$ cat src/rtl/tlc_pkg.sv
// Shared types and lamp encodings for the four-phase intersection controller.
package tlc_pkg;

    typedef enum logic [1:0] {
        ALLRED = 2'd0,
        GREEN  = 2'd1,
        YELLOW = 2'd2
    } state_e;

    typedef enum logic [1:0] {
        PH_NS_THRU = 2'd0,
        PH_EW_LEFT = 2'd1,
        PH_EW_THRU = 2'd2,
        PH_NS_LEFT = 2'd3
    } phase_e;

    // Lamp vector layout is {left, red, yellow, green}
    localparam int unsigned LAMP_GRN_BIT  = 0;
    localparam int unsigned LAMP_YEL_BIT  = 1;
    localparam int unsigned LAMP_RED_BIT  = 2;
    localparam int unsigned LAMP_LEFT_BIT = 3;

    localparam logic [3:0] LAMP_GRN  = 4'(1 << LAMP_GRN_BIT);
    localparam logic [3:0] LAMP_YEL  = 4'(1 << LAMP_YEL_BIT);
    localparam logic [3:0] LAMP_RED  = 4'(1 << LAMP_RED_BIT);
    localparam logic [3:0] LAMP_LEFT = 4'(1 << LAMP_LEFT_BIT);

    // True when the phase is served by the NS approach
    function automatic logic is_ns(phase_e p);
        return (p == PH_NS_THRU) || (p == PH_NS_LEFT);
    endfunction

endpackage

$ cat src/rtl/tlc_rr_pick.sv
// Round-robin next-phase selector: first pending phase after `last`, wrapping; phase 0 if none.
module tlc_rr_pick
    import tlc_pkg::*;
(
    input  logic [3:0] pend,
    input  phase_e     last,
    output phase_e     next
);

    logic       found;
    logic [1:0] idx;

    // Search last+1, last+2, last+3, last+0 and take the first pending phase
    always_comb begin
        next  = PH_NS_THRU;
        found = 1'b0;
        idx   = 2'd0;
        for (int k = 1; k <= 4; k++) begin
            idx = 2'(last) + 2'(k);
            if (!found && pend[idx]) begin
                next  = phase_e'(idx);
                found = 1'b1;
            end
        end
    end

endmodule

$ cat src/rtl/tlc_phase_scheduler.sv
// Demand-driven four-phase intersection controller.
// Optional emergency preemption is enabled by defining TLC_PREEMPT_EN.
module tlc_phase_scheduler
    import tlc_pkg::*;
#(
    parameter int unsigned TW       = 8,
    parameter int unsigned GREEN_T  = 40,
    parameter int unsigned LEFT_T   = 20,
    parameter int unsigned YEL_T    = 5,
    parameter int unsigned ALLRED_T = 1
) (
    input  logic       clk,
    input  logic       rst_n,
    input  logic       tick_i,
    input  logic [3:0] req_i,
`ifdef TLC_PREEMPT_EN
    input  logic       preempt_i,
    input  logic [1:0] preempt_phase_i,
`endif
    output logic [3:0] ns_lamp_o,
    output logic [3:0] ew_lamp_o,
    output logic [1:0] phase_o,
    output logic [3:0] pend_o,
    output logic       grant_o
);

    localparam longint unsigned TLIM = 64'd1 << TW;

    if (TW < 1 || TW > 31 ||
        GREEN_T < 1 || 64'(GREEN_T) >= TLIM || LEFT_T < 1 || 64'(LEFT_T) >= TLIM ||
        YEL_T < 1 || 64'(YEL_T) >= TLIM || ALLRED_T < 1 || 64'(ALLRED_T) >= TLIM)
    begin : g_bad_param
        $error("tlc_phase_scheduler: durations must be >= 1 and < 2**TW");
    end

    localparam logic [TW-1:0] GREEN_M1  = TW'(GREEN_T - 1);
    localparam logic [TW-1:0] LEFT_M1   = TW'(LEFT_T - 1);
    localparam logic [TW-1:0] YEL_M1    = TW'(YEL_T - 1);
    localparam logic [TW-1:0] ALLRED_M1 = TW'(ALLRED_T - 1);

    state_e        state_q, state_d;
    phase_e        phase_q, phase_d;
    logic [TW-1:0] timer_q, timer_d;
    logic [3:0]    pend_q, pend_d;
    logic [3:0]    ns_q, ns_d, ew_q, ew_d;
    logic          grant_q, grant_d;

    phase_e        rr_next, sel_phase;
    logic [TW-1:0] max_m1;
    logic [3:0]    cur_mask;
    logic          other_dem, preempt_kick, preempt_hold;

    tlc_rr_pick u_rr_pick (
        .pend (pend_q),
        .last (phase_q),
        .next (rr_next)
    );

    assign max_m1    = (phase_q == PH_NS_THRU || phase_q == PH_EW_THRU) ? GREEN_M1 : LEFT_M1;
    assign cur_mask  = 4'b0001 << phase_q;
    assign other_dem = |(pend_q & ~cur_mask);

`ifdef TLC_PREEMPT_EN
    // Preempting a different phase forces clearance; preempting the served phase pins it
    assign preempt_kick = preempt_i && (preempt_phase_i != 2'(phase_q));
    assign preempt_hold = preempt_i && (preempt_phase_i == 2'(phase_q));
    assign sel_phase    = preempt_i ? phase_e'(preempt_phase_i) : rr_next;
`else
    assign preempt_kick = 1'b0;
    assign preempt_hold = 1'b0;
    assign sel_phase    = rr_next;
`endif

    // State register and all registered outputs
    always_ff @(posedge clk) begin
        if (!rst_n) begin
            state_q <= ALLRED;
            phase_q <= PH_NS_LEFT;
            timer_q <= '0;
            pend_q  <= '0;
            ns_q    <= LAMP_RED;
            ew_q    <= LAMP_RED;
            grant_q <= 1'b0;
        end else begin
            state_q <= state_d;
            phase_q <= phase_d;
            timer_q <= timer_d;
            pend_q  <= pend_d;
            ns_q    <= ns_d;
            ew_q    <= ew_d;
            grant_q <= grant_d;
        end
    end

    // Next-state logic; intervals end on the tick where timer == duration-1
    always_comb begin
        state_d = state_q;
        phase_d = phase_q;
        unique case (state_q)
            ALLRED: begin
                if (tick_i && timer_q == ALLRED_M1) begin
                    state_d = GREEN;
                    phase_d = sel_phase;
                end
            end
            GREEN: begin
                if (tick_i && !preempt_hold &&
                    (preempt_kick || (timer_q >= max_m1 && other_dem))) begin
                    state_d = YELLOW;
                end
            end
            YELLOW: begin
                if (tick_i && timer_q == YEL_M1) begin
                    state_d = ALLRED;
                end
            end
            default: state_d = ALLRED;
        endcase
    end

    // Interval timer and demand latch
    always_comb begin
        if (state_d != state_q) begin
            timer_d = '0;
        end else if (tick_i && timer_q != {TW{1'b1}}) begin
            timer_d = timer_q + 1'b1;
        end else begin
            timer_d = timer_q;
        end

        // Demand for the phase already showing green is dropped, not queued
        pend_d = pend_q | (req_i & ((state_q == GREEN) ? ~cur_mask : 4'b1111));
        if (state_d == GREEN && state_q != GREEN) begin
            pend_d = pend_d & ~(4'b0001 << phase_d);
        end
    end

    // Lamp and grant outputs, decoded from next state so they align with the state register
    always_comb begin
        ns_d    = LAMP_RED;
        ew_d    = LAMP_RED;
        grant_d = (state_d == GREEN) && (state_q != GREEN);
        unique case (state_d)
            GREEN: begin
                unique case (phase_d)
                    PH_NS_THRU: ns_d = LAMP_GRN;
                    PH_EW_LEFT: ew_d = LAMP_LEFT;
                    PH_EW_THRU: ew_d = LAMP_GRN;
                    PH_NS_LEFT: ns_d = LAMP_LEFT;
                endcase
            end
            YELLOW: begin
                if (is_ns(phase_d)) begin
                    ns_d = LAMP_YEL;
                end else begin
                    ew_d = LAMP_YEL;
                end
            end
            default: ;
        endcase
    end

    assign ns_lamp_o = ns_q;
    assign ew_lamp_o = ew_q;
    assign phase_o   = phase_q;
    assign pend_o    = pend_q;
    assign grant_o   = grant_q;

endmodule

$ cat config.mk
export PLATFORM = sky130hd
export DESIGN_NAME = tlc_phase_scheduler
export DESIGN_NICKNAME = d
export VERILOG_FILES = /design/src/rtl/tlc_pkg.sv /design/src/rtl/tlc_rr_pick.sv /design/src/rtl/tlc_phase_scheduler.sv
export SDC_FILE = /design/constraint.sdc
export NUM_CORES = 1
export LEC_CHECK = 0
export ABC_CLOCK_PERIOD_IN_PS = 7500
export BUFFER_PORTS_ARGS = -buffer_cell sky130_fd_sc_hd__buf_2
export CORE_MARGIN = 4
export CORE_UTILIZATION = 55
export CTS_BUF_LIST = sky130_fd_sc_hd__clkbuf_4
export CTS_CLUSTER_SIZE = 8
export DETAILED_ROUTE_END_ITERATION = 16
export GPL_TIMING_DRIVEN = 0
export PLACE_DENSITY = 0.89
export SLEW_MARGIN = 20
export SYNTH_ARGS = -nofsm -noshare
export SYNTH_HDL_FRONTEND = slang
export SYNTH_SLANG_ARGS = --single-unit
$ cat constraint.sdc
create_clock -name clk -period 7.5 [get_ports clk]
set_clock_uncertainty 0.1 [all_clocks]
set_input_delay 1.5 -clock clk [delete_from_list [all_inputs] [get_ports clk]]
set_output_delay 1.5 -clock clk [all_outputs]
set_load 0.05 [all_outputs]
After elaboration in Yosys (flattened, before gate mapping)
Index checks and enable logic that the tools add are counted.
W data, S select, Z words.

word-level totals
  flip-flop bits (word level) = 25
  bits of input ports = 7
  output and inout bits = 15
  word-level logic and storage cells = 87

operators by class
  add/subtract/negate cells = 4
  order comparisons = 5
  equal/unequal tests = 12
  shift-type cells = 2
  muxes and demuxes = 30
  bitwise operators = 7
  reduce and logical (&&, ||, !) cells = 20

operators with widths
  kind                   number
  $pmux W4 S2            4
  $mux W2                9
  $and A4 B4 Y4          3
  $lt A2 B3 Y1 const B   4
  $eq A2 B2 Y1 const B   5
  $logic_and A1 B1 Y1    9
  $add A8 B1 Y8 const B  1
  $bmux W1 S2            4
  $eq A8 B3 Y1 const B   1
  $ge A8 B6 Y1           1
  $logic_not A8 Y1       1
  $mux W4                2
  $ne A8 B8 Y1 const B   1
  $not A4 Y4             2
  $shl A1 B2 Y4 const A  2
  $mux W1                7
  $eq A2 B1 Y1 const B   3
  $logic_not A2 Y1       3
  $mux W3                2
  $mux W6                1
  $pmux W2 S3            1
  $add A2 B2 Y2 const B  2
  $or A4 B4 Y4           1
  $reduce_or A4 Y1       1
  other kinds (7)        10

Logic depth before layout (Yosys ltp)
  word-level depth = 19
  mapped depth = 12
  gate-level depth less buffers = 10

By module
A second synthesis with hierarchy kept.

unflattened totals
  cell total of the unflattened synthesis = 148
  area total of the unflattened synthesis = 1386.3 um^2

modules (own cells, without submodules)
  module               times used  cells each  area an instance (um^2)  sequential area each (um^2)
  tlc_phase_scheduler  1           136         1312.5                   500.5
  tlc_rr_pick          1           12          73.8                     0.0

Worst setup path before layout
Ideal clock, no wire load.

  kind = input -> register
  start = input port tick_i
  end = register ew_q[1], in the netlist ew_lamp_o[1]
  library setup time = 0.115 ns
  data arrival time = 3.277 ns
  data required time = 7.285 ns
  setup slack = 4.007 ns
  stages = 7
  buffers on the path = 1
  path through = nor4b_4 nand4_2 or4_1 buf_2 mux2_4 ha_1 and3_1

between the ends
  longest elaborated chain between the ends = 7
  elaborated cells between the ends (all ways) = 16
  classes of those cells = eq/ne: 3; mux: 8; reduce/logical: 5

ends and longest elaborated chain
  element                                                  RTL line                    text
  start, declared                                          tlc_phase_scheduler.sv:14   input logic tick_i,
  $logic_and A1 B1 Y1 *                                    tlc_phase_scheduler.sv:101  if (tick_i && timer_q == ALLRED_M1) begin
  $mux W2 *                                                tlc_phase_scheduler.sv:101
  $mux W2 *                                                tlc_phase_scheduler.sv:99   unique case (state_q)
  via phase_d[1]                                           tlc_phase_scheduler.sv:42   phase_e phase_q, phase_d;
  $eq A2 B2 Y1 / $logic_not A2 Y1 (equally long branches)  tlc_pkg.sv:30               return (p == PH_NS_THRU) || (p == PH_NS_LEFT);
  $logic_or A1 B1 Y1 *                                     tlc_pkg.sv:30
  $mux W3 *                                                tlc_phase_scheduler.sv:153  if (is_ns(phase_d)) begin
  $pmux W4 S2 *                                            tlc_phase_scheduler.sv:143  unique case (state_d)
  end signal, assigned                                     tlc_phase_scheduler.sv:90   ew_q <= ew_d;
  end, declared                                            tlc_phase_scheduler.sv:45   logic [3:0] ns_q, ns_d, ew_q, ew_d;

Mark *: on every way through the listed nets, which the timed path passes. The rest lies on a longest branch.
A chain may end at the register's enable or synchronous reset.

Final worst setup path
  start = input port tick_i
  end = register pend_q[1], in the netlist pend_o[1]

between the ends
  longest elaborated chain between the ends = 7
  elaborated cells between the ends (all ways) = 15
  classes of those cells = eq/ne: 1; shift: 1; mux: 7; bitwise: 2; reduce/logical: 4

ends and longest elaborated chain
  element               RTL line                    text
  $logic_and A1 B1 Y1   tlc_phase_scheduler.sv:101
  $mux W2               tlc_phase_scheduler.sv:101
  $mux W2               tlc_phase_scheduler.sv:99
  via phase_d[0]        tlc_phase_scheduler.sv:42
  $shl A1 B2 Y4         tlc_phase_scheduler.sv:134  pend_d = pend_d & ~(4'b0001 << phase_d);
  $not A4 Y4            tlc_phase_scheduler.sv:134
  $and A4 B4 Y4         tlc_phase_scheduler.sv:134
  $mux W4               tlc_phase_scheduler.sv:133  if (state_d == GREEN && state_q != GREEN) begin
  end signal, assigned  tlc_phase_scheduler.sv:88   pend_q <= pend_d;
  end, declared         tlc_phase_scheduler.sv:44   logic [3:0] pend_q, pend_d;

The timed path passes the listed nets, and every way through them passes these cells.

==> flow_metrics.env <==
export IMPL_status="completed"
export IMPL_drv_cap=0
export IMPL_cts_tree="yes"
export IMPL_setup_violations_final=0
export IMPL_num_vias=1426
export IMPL_antenna_found_initial=0
export IMPL_fin_crit_ns=3.58
export IMPL_place_congestion=0.858
export IMPL_stdcell_area_sq_um=1740
export IMPL_numClockSinks=25
export IMPL_drc=0
export IMPL_path_class="in2reg"
export IMPL_ys_seq_area_share_pct=31.8
export IMPL_areaGrowthSynthToFinish_pct=10.7
export IMPL_final_cell_mix="dfxtp_1, buf_2, nand2_1, ha_1, nor3_1"
export IMPL_ff_latch_area_sq_um=500
export IMPL_layout_commonest_cell="dfxtp_1"
export IMPL_initialDrtViolationCount=115
export IMPL_slew_headroom_pct=54.8
export IMPL_htreeDepth=1
export IMPL_ys_flop_type="dfxtp_1"
export IMPL_place_area_sq_um=1710
export IMPL_yosysWarnings=0
export IMPL_cp_arrival_ns=3.72
export IMPL_grt_ovfl_total=0
export IMPL_dieWidth_um=61.5
export IMPL_multi_input_area_sq_um=981
export IMPL_vias_per_cell=5.99
export IMPL_synth_avg_cell_area_sq_um=8.61
export IMPL_initial_core_util_pct=57.1
export IMPL_whs_ns=0.491
export IMPL_grtUsageTotal_pct=19.6
export IMPL_clock_path_buffers=2
export IMPL_portBuffers=20
export IMPL_synth_cells=183
export IMPL_hpwl_mm=2.60
export IMPL_final_nets=232
export IMPL_synthTopCellsByArea="dfxtp_1, ha_1, nor3_1"
export IMPL_synth_edff_count=0
export IMPL_ir_drop_uv=179
export IMPL_hold_path_class="reg2reg"
export IMPL_tightest_slew_ns=0.675
export IMPL_num_fill_cells=235
export IMPL_async_reset_ff_share_pct=0
export IMPL_power_density_nw_per_um2=230
export IMPL_rows=19
export IMPL_drive_above_1_share_pct=18.4
export IMPL_first_pass_iters=4
export IMPL_slew_violations=0
export IMPL_synth_top_area_share_pct=31.8
export IMPL_cp_end_kind="flop"
export IMPL_fin_cells=238
export IMPL_p_leak_nw=0.768
export IMPL_post_cts_buffers=0
export IMPL_tns_ns=0
export IMPL_wl_per_cell_um=14.7
export IMPL_grt_max_degree=16
export IMPL_syn_num_nets=207
export IMPL_post_cts_resized=0
export IMPL_dp_cells=234
export IMPL_ctsHoldBuffers=0
export IMPL_routed_wirelength_mm=3.50
export IMPL_synth_top_area_cell="dfxtp_1"
export IMPL_die_area_sq_um=3780
export IMPL_synthesis_area_sq_um=1580
export IMPL_core_sq_um=2760
export IMPL_insertion_delay_ns=0.33
export IMPL_post_route_period_util_pct=47.7
export IMPL_maxClockFrequency_ghz=0.279
export IMPL_insertedDiodeCount=0
export IMPL_worstPathRequired_ns=7.64
export IMPL_ant_nets=0
export IMPL_grt_pass1_vias=1334
export IMPL_root_buffer="clkbuf_4"
export IMPL_ys_ff_latch=25
export IMPL_ioPinCount=22
export IMPL_start_kind="input pin"
export IMPL_ys_types=47
export IMPL_crit_fanout=8
export IMPL_rsz0062_at_grt="no"
export IMPL_clk_pin_slew_worst_paths_ns=0.15
export IMPL_grt_first_pass_wirelength_mm=5.74
export IMPL_hold_viol=0
export IMPL_die_y_um=61.5
export IMPL_cts_buffers=3
## worst max-delay path, stage by stage
cell and delay [ns]:
buf_2 0.16, nor4b_4 0.26, nand4_2 0.20, or4_1 0.54
buf_2 0.18, o22ai_2 0.22, inv_1 0.15, ha_1 0.22
a311oi_1 0.30
## cells by family (layout without fill, tap and decap cells)
logic type	count (synthesis)	after routing	share of synthesized area, %
compound gates	39	39	17.6
xor+xnor	3	3	1.67
fa+ha+maj	17	17	13.5
buf+inv	22	46	5.96
flops	25	25	31.8
mux	5	5	4.29
simple gates	72	72	25.3
## final cells by class
class                      count  share of cell area (%)
multi-input combinational    136                    56.2
sequential                    25                    28.7
timing repair buffer          20                    5.74
buffer                        10                    2.80
inverter                      12                    2.58
tap                           31                    2.22
clock buffer                   3                    1.29
clock inverter                 1                   0.430
## Yosys cell counts, types with 2 or more instances
cell       instances
and2_1             3
ha_1              17
nand2b_1           2
nor2b_1            2
nor4_1             2
nor2_1            10
mux2i_1            3
nand4_1            3
nand3_1            4
o22ai_1            2
a21oi_1            8
a2111oi_2          2
and3_1             5
o21ai_0           10
a311oi_1           4
inv_1             12
nor3b_1            2
or3b_2             2
nand2_1           17
clkbuf_1           6
xnor2_1            3
buf_2              3
dfxtp_1           25
nor3_1            13
## metal layers
layer / global-route usage, % / share of wire (%) / vias to the layer above
met5: 0 / 0 / -
met2: 32.6 / 46 / 58
li1: - / - / 712
met3: 3.77 / 5.7 / 15
met4: 6.97 / 2.3 / 0
met1: 25.1 / 46 / 641
## stage by stage
| stage | setup slack, ns | total power [mW] | util [%] |
|---|---|---|---|
| 3_3_place_gp | 3.61 | 0.331 | 62.2 |
| 3_5_place_dp | 3.58 | 0.336 | 62.2 |
| 5_1_grt | 3.76 | 0.427 | 63.2 |
| 4_1_cts | 3.94 | 0.399 | 63.2 |
| 2_1_floorplan | 4.01 | 0.296 | - |
| 6_report | 3.92 | 0.400 | 63.2 |
## worst paths after layout
path                            startpoint      endpoint  slack (ns)  depth (start not counted)
worst max-delay path                tick_i     pend_o[1]        3.92                          9
worst min-delay path            timer_q[1]    timer_q[1]        0.49                          2
worst max register to register  phase_o[0]  ew_lamp_o[2]        3.98                         11
worst min register to register  timer_q[1]    timer_q[1]        0.49                          2
## report_power, final
part           switching (mW)  internal, mW  total [mW]
sequential             0.0121         0.145       0.157
clock                  0.0444        0.0204      0.0648
combinational           0.119        0.0592       0.178
total                   0.175         0.225       0.400
## sequential cells by signal, indices dropped and copies added (netlist names)
signal,flops
pend_o,4
ns_lamp_o,4
ew_lamp_o,4
timer_q,8
phase_o,2
grant_o,1
state_q,2
Note: power is estimated with default switching activity, not from simulation.
